$ cat config.mk
export PLATFORM = sky130hd
export DESIGN_NAME = poly_op_seq_flat
export DESIGN_NICKNAME = d
export VERILOG_FILES = /design/src/rtl/poly_op_seq_if.sv /design/src/rtl/poly_op_seq.sv /design/src/flat_wrapper.sv
export SDC_FILE = /design/constraint.sdc
export NUM_CORES = 1
export LEC_CHECK = 0
export CORE_MARGIN = 1
export CORE_UTILIZATION = 30
export DETAILED_ROUTE_END_ITERATION = 7
export SYNTH_ARGS = -nofsm -noshare
export SYNTH_HDL_FRONTEND = slang
export SYNTH_SLANG_ARGS = --single-unit
$ cat constraint.sdc
create_clock -name clk -period 9.5 [get_ports clk]
set_input_delay 0.95 -clock clk [delete_from_list [all_inputs] [get_ports clk]]
set_output_delay 0.95 -clock clk [all_outputs]
set_load 0.05 [all_outputs]
$ cat src/rtl/poly_op_seq_if.sv
// Request/status bundle between the Kyber controller and the poly-op sequencer.
// The master side issues start/op/abort; the slave (sequencer) returns the
// address-generator drive (mode, clk_counter), read/write enables and status.
interface poly_op_seq_if;
    logic       start;
    logic [1:0] op;
    logic       abort;
    logic [1:0] mode;
    logic [7:0] clk_counter;
    logic       rd_en;
    logic       wr_en;
    logic       busy;
    logic       done;

    modport master (
        output start, op, abort,
        input  mode, clk_counter, rd_en, wr_en, busy, done
    );

    modport slave (
        input  start, op, abort,
        output mode, clk_counter, rd_en, wr_en, busy, done
    );
endinterface

$ cat src/rtl/poly_op_seq.sv
// Operation sequencer for the polynomial address generator / butterfly datapath.
// One request at a time: IDLE -> RUN (reads issued) -> DRAIN (write pipeline
// empties) -> DONE (one-cycle pulse) -> IDLE. The step counter runs straight
// through RUN and DRAIN so the address generator sees one continuous count.
module poly_op_seq #(
    parameter int NTT_ISSUE    = 224,
    parameter int MULT_ISSUE   = 128,
    parameter int ADDSUB_ISSUE = 64,
    parameter int NTT_DRAIN    = 10,
    parameter int MULT_DRAIN   = 18,
    parameter int ADDSUB_DRAIN = 6
) (
    input  logic          clk,
    input  logic          rst,
    poly_op_seq_if.slave  bus
);

    typedef enum logic [1:0] {
        IDLE  = 2'd0,
        RUN   = 2'd1,
        DRAIN = 2'd2,
        DONE  = 2'd3
    } state_e;

    // NTT and INVNTT share lengths, so only the two other codes are named.
    localparam logic [1:0] OP_MULT   = 2'd2;
    localparam logic [1:0] OP_ADDSUB = 2'd3;

    // Number of read-issue cycles for an operation code.
    function automatic logic [7:0] issue_len(input logic [1:0] m);
        logic [7:0] n;
        case (m)
            OP_MULT:   n = 8'(MULT_ISSUE);
            OP_ADDSUB: n = 8'(ADDSUB_ISSUE);
            default:   n = 8'(NTT_ISSUE);
        endcase
        return n;
    endfunction

    // Write-pipeline depth for an operation code; also the first count at
    // which a valid write address emerges.
    function automatic logic [7:0] drain_len(input logic [1:0] m);
        logic [7:0] n;
        case (m)
            OP_MULT:   n = 8'(MULT_DRAIN);
            OP_ADDSUB: n = 8'(ADDSUB_DRAIN);
            default:   n = 8'(NTT_DRAIN);
        endcase
        return n;
    endfunction

    // Last count of an operation (ISSUE + DRAIN - 1); the counter parks here.
    function automatic logic [7:0] final_cnt(input logic [1:0] m);
        return issue_len(m) + drain_len(m) - 8'd1;
    endfunction

    state_e     state_q, state_d;
    logic [1:0] mode_q,  mode_d;
    logic [7:0] cnt_q,   cnt_d;
    logic       rd_en_q, rd_en_d;
    logic       wr_en_q, wr_en_d;
    logic       busy_q,  busy_d;
    logic       done_q,  done_d;

    // Next-state, counter and output decode; outputs are computed from the
    // next state so they come straight out of flops.
    always_comb begin
        state_d = state_q;
        mode_d  = mode_q;
        cnt_d   = cnt_q;

        case (state_q)
            IDLE: begin
                if (bus.start) begin
                    state_d = RUN;
                    mode_d  = bus.op;
                    cnt_d   = 8'd0;
                end
            end
            RUN: begin
                if (bus.abort) begin
                    state_d = IDLE;
                    cnt_d   = 8'd0;
                end else begin
                    cnt_d = cnt_q + 8'd1;
                    if (cnt_q == issue_len(mode_q) - 8'd1) begin
                        state_d = DRAIN;
                    end
                end
            end
            DRAIN: begin
                // Abort beats the final-count transition.
                if (bus.abort) begin
                    state_d = IDLE;
                    cnt_d   = 8'd0;
                end else if (cnt_q == final_cnt(mode_q)) begin
                    // Counter holds its final value through DONE and IDLE.
                    state_d = DONE;
                end else begin
                    cnt_d = cnt_q + 8'd1;
                end
            end
            default: begin
                // DONE lasts exactly one cycle.
                state_d = IDLE;
            end
        endcase

        rd_en_d = (state_d == RUN);
        busy_d  = (state_d == RUN) || (state_d == DRAIN);
        done_d  = (state_d == DONE);
        // Writes track the write-address pipeline: valid from DRAIN counts
        // after the first read until the final count.
        wr_en_d = busy_d && (cnt_d >= drain_len(mode_d)) && (cnt_d <= final_cnt(mode_d));
    end

    // State and registered outputs; reset clears everything immediately.
    always_ff @(posedge clk or posedge rst) begin
        if (rst) begin
            state_q <= IDLE;
            mode_q  <= 2'd0;
            cnt_q   <= 8'd0;
            rd_en_q <= 1'b0;
            wr_en_q <= 1'b0;
            busy_q  <= 1'b0;
            done_q  <= 1'b0;
        end else begin
            state_q <= state_d;
            mode_q  <= mode_d;
            cnt_q   <= cnt_d;
            rd_en_q <= rd_en_d;
            wr_en_q <= wr_en_d;
            busy_q  <= busy_d;
            done_q  <= done_d;
        end
    end

    assign bus.mode        = mode_q;
    assign bus.clk_counter = cnt_q;
    assign bus.rd_en       = rd_en_q;
    assign bus.wr_en       = wr_en_q;
    assign bus.busy        = busy_q;
    assign bus.done        = done_q;

endmodule

$ cat src/flat_wrapper.sv
// flat-port wrapper written by rule: the top's interface ports become plain ports
module poly_op_seq_flat 
#(
    parameter int NTT_ISSUE    = 224,
    parameter int MULT_ISSUE   = 128,
    parameter int ADDSUB_ISSUE = 64,
    parameter int NTT_DRAIN    = 10,
    parameter int MULT_DRAIN   = 18,
    parameter int ADDSUB_DRAIN = 6
)
  (clk, rst, bus_start, bus_op, bus_abort, bus_mode, bus_clk_counter, bus_rd_en, bus_wr_en, bus_busy, bus_done);
  poly_op_seq_if bus_i ();
  input  logic clk;
  input  logic rst;
  input wire logic [$bits(bus_i.start)-1:0] bus_start;
  input wire logic [$bits(bus_i.op)-1:0] bus_op;
  input wire logic [$bits(bus_i.abort)-1:0] bus_abort;
  output wire logic [$bits(bus_i.mode)-1:0] bus_mode;
  output wire logic [$bits(bus_i.clk_counter)-1:0] bus_clk_counter;
  output wire logic [$bits(bus_i.rd_en)-1:0] bus_rd_en;
  output wire logic [$bits(bus_i.wr_en)-1:0] bus_wr_en;
  output wire logic [$bits(bus_i.busy)-1:0] bus_busy;
  output wire logic [$bits(bus_i.done)-1:0] bus_done;
  assign bus_i.start = bus_start;
  assign bus_i.op = bus_op;
  assign bus_i.abort = bus_abort;
  assign bus_mode = bus_i.mode;
  assign bus_clk_counter = bus_i.clk_counter;
  assign bus_rd_en = bus_i.rd_en;
  assign bus_wr_en = bus_i.wr_en;
  assign bus_busy = bus_i.busy;
  assign bus_done = bus_i.done;
  poly_op_seq #(.NTT_ISSUE(NTT_ISSUE), .MULT_ISSUE(MULT_ISSUE), .ADDSUB_ISSUE(ADDSUB_ISSUE), .NTT_DRAIN(NTT_DRAIN), .MULT_DRAIN(MULT_DRAIN), .ADDSUB_DRAIN(ADDSUB_DRAIN)) u_core (.clk(clk), .rst(rst), .bus(bus_i));
endmodule
==> impl_metrics.py, run 1 <==
metrics = {
    "clock_tree": {
        "cts_tree": "yes",
        "root_buffer": "clkbuf_8",
        "cts_buffers": 3,
        "ctsHoldBuffers": 0,
        "h-tree-depth": 1,
        "cts_resized": 0,
        "post-cts-setup-buffers": 0,
        "clock-sinks": 16,
        "clk_pin_slew_ns": 0.06,
        "insertion_delay_ns": 0.25,
        "clockBufferDepth": 2,
    },
    "final_layout": {
        "num-fill-cells": 367,
        "multi_input_area_um2": 743,
        "area_growth_pct": 25.9,
        "diodes": 0,
        "finalNetCount": 167,
        "layout-drive-gt1-share_pct": 9.40,
        "final_area_um2": 1480,
        "fin_util_pct": 39.9,
        "final-seq-area_um2": 400,
    },
    "detailed_routing": {
        "wirelength_um": 2780,
        "avgRoutedWirePerCell_um": 14.1,
        "dr.pass1.iters": 4,
        "drt_iter0_markers": 105,
        "avgViaCountPerCell": 5.25,
        "drc": 0,
        "ant_nets": 0,
        "dr_total_vias": 1035,
    },
    "global_routing": {
        "antenna_found_initial": 0,
        "grt_max_degree": 17,
        "gr-total-overflow": 0,
        "grt_pass1_wl_um": 4900,
        "grt_usage_pct": 15.3,
        "grt_pass1_vias": 1032,
    },
    "timing": {
        "tns_ns": 0,
        "tightestPinTransition_ns": 0.603,
        "clock_skew_ns": 0.00373,
        "fin_crit_ns": 3.82,
        "setup_viol": 0,
        "hold_viol_final": 0,
        "max_freq_mhz": 262,
        "post-route-period-util_pct": 40.2,
        "final_max_slew_viol_count": 0,
        "maxSlewHeadroom_pct": 59.7,
        "rsz0062_at_grt": "false",
        "fin_hold_ws_ns": 0.623,
    },
    "floorplanning": {
        "fp-row-count": 22,
        "start_util_pct": 31.7,
        "die_w_um": 64.6,
        "die_area_um2": 4180,
        "pin_count": 20,
        "die_h_um": 64.6,
        "coreArea_um2": 3720,
    },
    "pwr": {
        "power_density_nw_per_um2": 166,
        "irDropWorstVdd_uv": 92.1,
        "p_total_w": 0.000246,
        "p_leak_nw": 0.644,
    },
    "synth": {
        "ys_seq_area_share_pct": 34.0,
        "ys_warn_count": 0,
        "synth_cells": 126,
        "synth_common_cells": "dfrtp_1, ha_1, nand2_1, inv_1, nor2_1",
        "netlist.top_cell.by_area": "dfrtp_1",
        "synth_top_area_share_pct": 34.0,
        "ys_ff_latch": 16,
        "syn_area_per_cell_um2": 9.34,
        "synth_nets": 143,
        "async_flop_share_pct": 100,
        "syn_area_um2": 1180,
        "synth.most_common_cell": "dfrtp_1",
        "ys.flop_type": "dfrtp_1",
        "yosys.cell_types.count": 44,
        "synth-edff-count": 0,
        "synthTopCellsByArea": "dfrtp_1, ha_1, nand2_1",
    },
    "setup_path": {
        "cp.buffers_inverters": 1,
        "reg2reg_to": "u_core.bus.wr_en",
        "cp.arrival_ns": 3.95,
        "max_stage_delay_ns": 0.51,
        "critPathLaunchType": "primary input",
        "critPathSlowestCell": "clkdlybuf4s50_1",
        "path_class": "in2reg",
        "r2r.worst_path.cells": 14,
        "r2r-start": "u_core.bus.mode[0]",
        "crit_path_max_fanout": 7,
        "path_cells": "clkdlybuf4s50_1, or3b_1, o32a_1, o31a_4, o31ai_1, ha_1, a21o_1, a211oi_1, o211ai_1, and3_1, o311a_1",
        "r2r_setup_slack_ns": 6.08,
        "cp.required_ns": 9.63,
        "path_delay_family": "compound AO/OA/AOI/OAI gates",
        "cp-endpoint": "u_core.bus.wr_en",
        "critPathLaunch": "bus_abort",
        "cp-end-kind": "register",
        "path_depth": 11,
    },
    "flow_run": {
        "maxCapViolations": 0,
    },
    "min_path": {
        "min_path_cells": 1,
        "hold_path_class": "reg2reg",
    },
    "placed_design": {
        "dpl.hpwl_um": 2260,
        "postPlaceCellArea_um2": 1430,
        "portBuffers": 19,
        "gp_congestion": 0.793,
    },
    "status": {
        "status": "finished clean",
    },
}
per-stage QoR:
step / setup WS, ns / instances
6_report: 5.68 / 197
4_1_cts: 5.67 / 197
3_3_place_gp: 5.50 / 193
3_5_place_dp: 5.44 / 193
2_1_floorplan: 5.98 / 126
5_1_grt: 5.46 / 197
worst min path at each step:
stage                                  start                  to
after floorplan            u_core.state_q[1]   u_core.state_q[0]
after global placement    u_core.bus.mode[1]  u_core.bus.mode[1]
after detailed placement  u_core.bus.mode[1]  u_core.bus.mode[1]
after CTS                 u_core.bus.mode[1]  u_core.bus.mode[1]
after global routing      u_core.bus.mode[1]  u_core.bus.mode[1]
final                     u_core.bus.mode[1]  u_core.bus.mode[1]
sequential cells by signal (all words and copies together), names as in the netlist:
signal and count:
u_core.bus.mode 2, u_core.state_q 2, u_core.bus.clk_counter 8, u_core.bus.wr_en 1, u_core.bus.rd_en 1, u_core.bus.done 1, u_core.bus.busy 1
cells in the final DEF (no fill, tap or decap), types with 2 or more instances in the layout:
master | netlist | routed
clkdlybuf4s50_1 | 0 | 19
dfrtp_1 | 16 | 16
ha_1 | 11 | 11
nand2_1 | 10 | 10
inv_1 | 8 | 8
nor2_1 | 7 | 7
nor2b_1 | 6 | 6
nand2b_1 | 5 | 5
o21ai_1 | 5 | 5
a21o_1 | 4 | 4
nand3_1 | 4 | 4
a21oi_1 | 4 | 4
xnor2_1 | 4 | 4
clkbuf_8 | 0 | 4
nor3_1 | 3 | 3
o31ai_1 | 3 | 3
o21ai_0 | 3 | 3
or3b_1 | 2 | 2
mux2_2 | 2 | 2
or3_1 | 2 | 2
o211ai_1 | 2 | 2
worst reg2reg max path: cells and delay by family (launching register included):
kind,cells,cell delay (ns)
AO/OA/AOI/OAI,8,1.44
AND/OR/NAND/NOR,4,0.92
adder cells (fa/ha/maj),2,0.53
flip-flops,1,0.41
where the power goes:
part           switching [W]  internal, W
Clock              0.0000231    0.0000367
Combinational      0.0000605    0.0000392
Sequential         0.0000103    0.0000758
Total              0.0000939     0.000152
final cells by class:
| type | instances | share of cell area [%] |
|---|---|---|
| Clock buffer | 4 | 3.71 |
| Inverter | 9 | 2.28 |
| Multi-Input combinational cell | 101 | 50.1 |
| Sequential cell | 16 | 27.0 |
| Tap cell | 48 | 4.05 |
| Timing Repair Buffer | 19 | 12.8 |
metal layers:
metal / vias up / GRT usage, % / routed length (um)
met5: - / 0 / 0
met4: 0 / 7.50 / 55
met3: 5 / 1.06 / 92
li1: 511 / - / -
met1: 492 / 19.7 / 1320
met2: 27 / 25.8 / 1310
cells by family after synthesis:
logic type / synth area share (%)
compound gates: 22.1
xor+xnor: 2.98
fa+ha+maj: 11.7
buf+inv: 2.87
flops: 34.0
mux: 2.87
simple gates: 23.5
Note: power is estimated with default switching activity, not from simulation.
==> run 2: changes to the inputs <==
==> constraint.sdc (replaced) <==
create_clock -name clk -period 3.5 [get_ports clk]
set_input_delay 0.35 -clock clk [delete_from_list [all_inputs] [get_ports clk]]
set_output_delay 0.35 -clock clk [all_outputs]
set_load 0.05 [all_outputs]
==> run 2 against run 1 <==
Wire length up 6.1%. Worst setup slack got worse by 5.4 ns. Clock-buffer cell count unchanged. Via count rose by 0.97%. Clock skew is essentially flat. Critical path depth increased by 1. First-iteration DRC count shrank 5.7%. Cell count rose by 1.5%. Clock power grew to 2.8 times the previous value. Register-to-register slack got worse by 5.8 ns. Highest routed layer unchanged.
==> impl_metrics.py, run 2 (synthesis results as in run 1) <==
metrics = {
    "status": {
        "status": "finished clean",
    },
    "setup_path": {
        "cp.arrival_ns": 3.40,
        "path_class": "reg2reg",
        "cp-end-kind": "register",
        "r2r.worst_path.cells": 12,
        "crit_path_max_fanout": 8,
        "critPathLaunchType": "register",
        "cp.required_ns": 3.64,
    },
    "floorplanning": {
        "die_w_um": 64.6,
        "pin_count": 20,
        "die_h_um": 64.6,
        "coreArea_um2": 3720,
        "fp-row-count": 22,
        "die_area_um2": 4180,
        "start_util_pct": 31.7,
    },
    "clock_tree": {
        "cts_buffers": 3,
        "cts_resized": 0,
        "clock-sinks": 16,
        "post-cts-setup-buffers": 0,
        "h-tree-depth": 1,
        "clk_pin_slew_ns": 0.07,
        "cts_tree": "yes",
        "clockBufferDepth": 2,
        "ctsHoldBuffers": 0,
        "root_buffer": "clkbuf_8",
        "insertion_delay_ns": 0.25,
    },
    "final_layout": {
        "largest_register_ffs": 8,
        "diodes": 0,
        "finalNetCount": 170,
        "layout_common_cells": "clkdlybuf4s50_1, dfrtp_1, ha_1",
        "layout-drive-gt1-share_pct": 13.2,
        "layout.cells.most_common": "clkdlybuf4s50_1",
        "final_area_um2": 1530,
        "instances_no_fill": 200,
        "area_growth_pct": 29.6,
    },
    "global_routing": {
        "grt_max_degree": 17,
        "gr-total-overflow": 0,
        "grt_pass1_wl_um": 5120,
        "grt_pass1_vias": 1033,
        "antenna_found_initial": 0,
        "grt_usage_pct": 16.0,
    },
    "timing": {
        "final_max_slew_viol_count": 0,
        "post-route-period-util_pct": 93.1,
        "maxSlewHeadroom_pct": 58.8,
        "rsz0062_at_grt": "false",
        "fin_crit_ns": 3.26,
        "tightestPinTransition_ns": 0.617,
        "hold_viol_final": 0,
        "setup_viol": 0,
        "tns_ns": 0,
        "final.setup.worst_slack_ns": 0.240,
        "clock_skew_ns": 0.00385,
        "max_freq_mhz": 307,
    },
    "placed_design": {
        "pre_cts_ws_ns": 0.0681,
        "portBuffers": 19,
        "dp_cells": 196,
        "gp_congestion": 0.791,
        "dpl.hpwl_um": 2370,
        "postPlaceCellArea_um2": 1450,
    },
    "detailed_routing": {
        "dr.pass1.iters": 4,
        "ant_nets": 0,
        "avgViaCountPerCell": 5.23,
        "drt_iter0_markers": 99,
        "wirelength_um": 2950,
        "drc": 0,
        "avgRoutedWirePerCell_um": 14.8,
        "dr_total_vias": 1045,
    },
    "pwr": {
        "seqPwrFrac_pct": 33.4,
        "switching_share_pct": 38.6,
        "irDropWorstVdd_uv": 187,
        "p_int_w": 0.000425,
        "power_density_nw_per_um2": 454,
        "combPwrFrac_pct": 42.6,
        "clkPwrFrac_pct": 24.0,
        "p_switching_w": 0.000268,
        "p_leak_nw": 0.665,
    },
    "min_path": {
        "hold_path_class": "in2async",
    },
    "flow_run": {
        "maxCapViolations": 0,
    },
}
run 2: changes by cell type in the layout (fill, tap and decap cells not counted), sizes merged:
cell  change
buf       +3
run 2: final cells by class:
class / instances / area, um2
Fill cell: 375 / 2190
Multi-Input combinational cell: 101 / 763
Sequential cell: 16 / 402
Timing Repair Buffer: 22 / 213
Tap cell: 48 / 60.1
Clock buffer: 4 / 55.1
Inverter: 9 / 33.8
run 2: stage by stage:
stage / hold WS, ns / util, % / power [W]
2_1_floorplan: 0.264 / - / 0.000427
3_3_place_gp: 0.566 / 39.1 / 0.000512
3_5_place_dp: 0.565 / 39.1 / 0.000517
4_1_cts: 0.505 / 40.5 / 0.000687
5_1_grt: 0.566 / 41.1 / 0.000745
6_report: 0.475 / 41.1 / 0.000693
run 2: per-layer routing:
layer  up-vias  share of wire (%)  GRT usage, %
met2        13                 46          27.1
li1        517                  -             -
met3         2                1.5          1.06
met4         0               0.98          6.11
met5         -                  0             0
met1       513                 51          21.1
run 2: path summary, 6_finish.rpt:
check / startpoint / endpoint / slack [ns]
min in group clk: u_core.bus.mode[1] / u_core.bus.mode[1] / 0.58
setup reg to reg: u_core.bus.clk_counter[7] / u_core.bus.wr_en / 0.24
hold reg to reg: u_core.bus.mode[1] / u_core.bus.mode[1] / 0.58
setup / recovery: u_core.bus.clk_counter[7] / u_core.bus.wr_en / 0.24
hold / removal: rst / u_core.bus.wr_en / 0.47
max in group asynchronous: rst / u_core.bus.mode[1] / 2.59
run 2: worst max-delay path, stage by stage (launching register included):
cell and delay [ns]:
dfrtp_1 0.49, or3b_1 0.39, a211oi_2 0.32, o22a_2 0.27, a21o_1 0.20, o21ai_1 0.09, o31ai_1 0.11, ha_1 0.30
a21o_1 0.21, a211oi_2 0.16, o211ai_1 0.10, and3_1 0.18, o311a_1 0.32
run 2: power groups by stage:
stage                     clock network, W  registers [W]  logic (W)
after global placement                   0       0.000233   0.000279
after CTS                         0.000172       0.000231   0.000284
after floorplan                          0       0.000299   0.000128
after detailed placement                 0       0.000234   0.000283
final                             0.000166       0.000231   0.000295
after global routing              0.000182       0.000236   0.000327
==> RTL change, RTL diff (flow settings as in run 2) <==
Make the reset (`rst`) synchronous in one clocked block.
--- a/src/rtl/poly_op_seq.sv
+++ b/src/rtl/poly_op_seq.sv
@@ -115,7 +115,7 @@
     end
 
     // State and registered outputs; reset clears everything immediately.
-    always_ff @(posedge clk or posedge rst) begin
+    always_ff @(posedge clk) begin
         if (rst) begin
             state_q <= IDLE;
             mode_q  <= 2'd0;
Check against the original RTL: differs if rst is asserted again (counterexample within 4 cycles, from zero or initial values and one cycle with rst high); with rst held inactive, the same outputs for 10 cycles.
==> RTL change against run 2 <==
Worst setup slack gained 28 ps; synthesized cell count grew 24%; synthesized area grew 6.3%; first-iteration DRC count shrank 6.1%; wire length grew 10%; sequential share of layout area shrank 6.6 points; global-route usage grew 0.17 points; sequential cell count is the same; design area grew 6.5%; highest routed layer unchanged; clock skew shrank 2.1 ps.
Power is not compared: it rests on default switching activity, and its combinational part moved more than twofold at a synthesized area within 25%.
==> RTL change: results (changes against run 2) <==
stage,metric,value,unit,change
critical_path,rr_startpoint,u_core.bus.mode[1],,
yosys,synthTopCellsByArea,"dfxtp_1 (26%), ha_1 (11%), nor2b_1 (5.0%), nand2_1 (4.8%), a21oi_1 (4.4%)",,
clock_tree,clk_path_buf_depth,2,,unchanged
critical_path,crit_fanout,6,,-2
worst_hold_path,holdPathStages,3,,
grt,top_usage_layer,met2,,
power_and_ir_drop,p_leak,0.702,nW,
grt,use_met2,0.274,,+0.00294
critical_path,critical_path.max_stage_delay,400,ps,-90 ps
routing,first_iter_violations,93,,-6.1%
layout,num_antenna_cells,0,,unchanged
yosys,synthTopCellsByCount,"dfxtp_1 (16), nand2_1 (16), nor2_1 (14)",,
critical_path,slowest_stage,dfxtp_1,,
grt,grt_pass1_vias,1172,,+13%
yosys,ys_async_sr_fraction,0,,-1.00
placed_design,place_area,0.00155,mm2,+6.7%
layout,largest_reg_flops,8,,unchanged
yosys,synth_fp_nets,173,,+21%
sta,fin_skew,1.80,ps,-2.05 ps
critical_path,crit_family,compound AO/OA/AOI/OAI gates,,
clock_tree,cts_max_level,1,,unchanged
worst_hold_path,min_path_type,reg2reg,,
layout,drive_above_1_share,0.118,,-0.0133
grt,gr-usage-met3,0.0205,,+0.00998
power_and_ir_drop,p_int,0.319,mW,
yosys,ys_seq_area_frac,0.256,,-0.0841
grt,track_usage,0.161,,+0.00171
critical_path,ff2ff_path_depth,13,,+1
yosys,yosysUniqueCellTypes,45,,+2.3%
clock_tree,clockRootBuffer,clkbuf_8,,
routing,firstDrtPassIters,4,,unchanged
clock_tree,numCtsBuffers,3,,unchanged
outcome,status,"finished, final reports clean",,
grt,grt_max_degree,16,,-1
placed_design,port-buffer-count,19,,unchanged
placed_design,routabilityCongestion,0.885,,+12%
yosys,ys_warn_count,0,,unchanged
critical_path,worstPathArrival,3390,ps,about the same
placed_design,dp_hpwl,2600,um,+9.7%
routing,viasPerCell,5.20,,-0.49%
layout,nets,204,,+20%
sta,slew-limit-headroom,0.620,,+0.0320
grt,grtUsageMet1,0.207,,-0.00362
critical_path,path_class,reg2reg,,
grt,grt_first_pass_wirelength,5390,um,+5.3%
critical_path,start_kind,register,,
clock_tree,insertion_delay,250,ps,about the same
grt,grt_antenna_before_repair,0,,unchanged
routing,wl_per_cell,13.8,um,-6.4%
clock_tree,clk_pin_slew_worst_paths,70,ps,about the same
worst_hold_path,hp-start,u_core.bus.clk_counter[0],,
## RTL change: cell count changes in the layout (fill, tap and decap cells not counted), moves of 4 or more
cell,delta
nand2_1,+6
nor2_1,+7
xnor2_1,-4
dfxtp_1,+16
nor2b_1,+4
dfrtp_1,-15
a21oi_1,+7
xor2_1,+4
buf_4,+9
## RTL change: repair_timing
action | CTS | global route
endpoints found under the setup margin | 0 | 1
gates resized for setup | 0 | 2
buffers inserted | 0 | 2
## RTL change: power groups by stage
| stage | logic [mW] | registers [mW] | clock network, mW |
|---|---|---|---|
| 2_1_floorplan | 0.0408 | 0.207 | 0 |
| 3_3_place_gp | 0.0788 | 0.195 | 0 |
| 3_5_place_dp | 0.0785 | 0.196 | 0 |
| 4_1_cts | 0.0789 | 0.191 | 0.171 |
| 5_1_grt | 0.0888 | 0.192 | 0.176 |
| 6_report | 0.0807 | 0.191 | 0.167 |
## RTL change: area by class of cell
| cell class | count | area (um2) |
|---|---|---|
| Fill cell | 421 | 2370 |
| Multi-Input combinational cell | 127 | 877 |
| Sequential cell | 16 | 320 |
| Timing Repair Buffer | 31 | 280 |
| Tap cell | 50 | 62.6 |
| Clock buffer | 4 | 55.1 |
| Inverter | 8 | 30.0 |
## RTL change: stage by stage
| stage | util | hold WS, ps | setup slack (ps) | std cells |
|---|---|---|---|---|
| 2_1_floorplan | - | 422 | 56.2 | 156 |
| 3_3_place_gp | 0.387 | 641 | 152 | 230 |
| 3_5_place_dp | 0.387 | 645 | 105 | 230 |
| 4_1_cts | 0.401 | 662 | 106 | 234 |
| 5_1_grt | 0.406 | 714 | 71.4 | 236 |
| 6_report | 0.406 | 660 | 269 | 236 |
## RTL change: final timing paths
kind,slack [ps],endpoint
max reg2reg,270,u_core.bus.wr_en
max,270,u_core.bus.wr_en
min reg2reg,660,u_core.bus.clk_counter[0]
min,660,u_core.bus.clk_counter[0]
## RTL change: kinds of logic after synthesis
group                      Yosys count  share of synthesized area
muxes                                2                     0.0160
xor gates and xnor gates             4                     0.0280
buffers and inverters               13                     0.0480
and+or+nand+nor                     72                      0.324
AOI/OAI and AO/OA                   38                      0.218
DFF                                 16                      0.256
adders and majority gates           11                      0.110
## RTL change: metal layers
layer / part of all wire / vias up
met3: 0.038 / 4
met5: 0 / -
met2: 0.49 / 31
li1: - / 624
met1: 0.46 / 568
met4: 0.013 / 0
## RTL change: tightest hold or removal path, delay by kind of cell, from the launching register on
family                 cells  cell delay, ps
AO/OA/AOI/OAI              1              70
AND/OR/NAND/NOR            1              70
buffers and inverters      1             160
flip-flops                 1             340
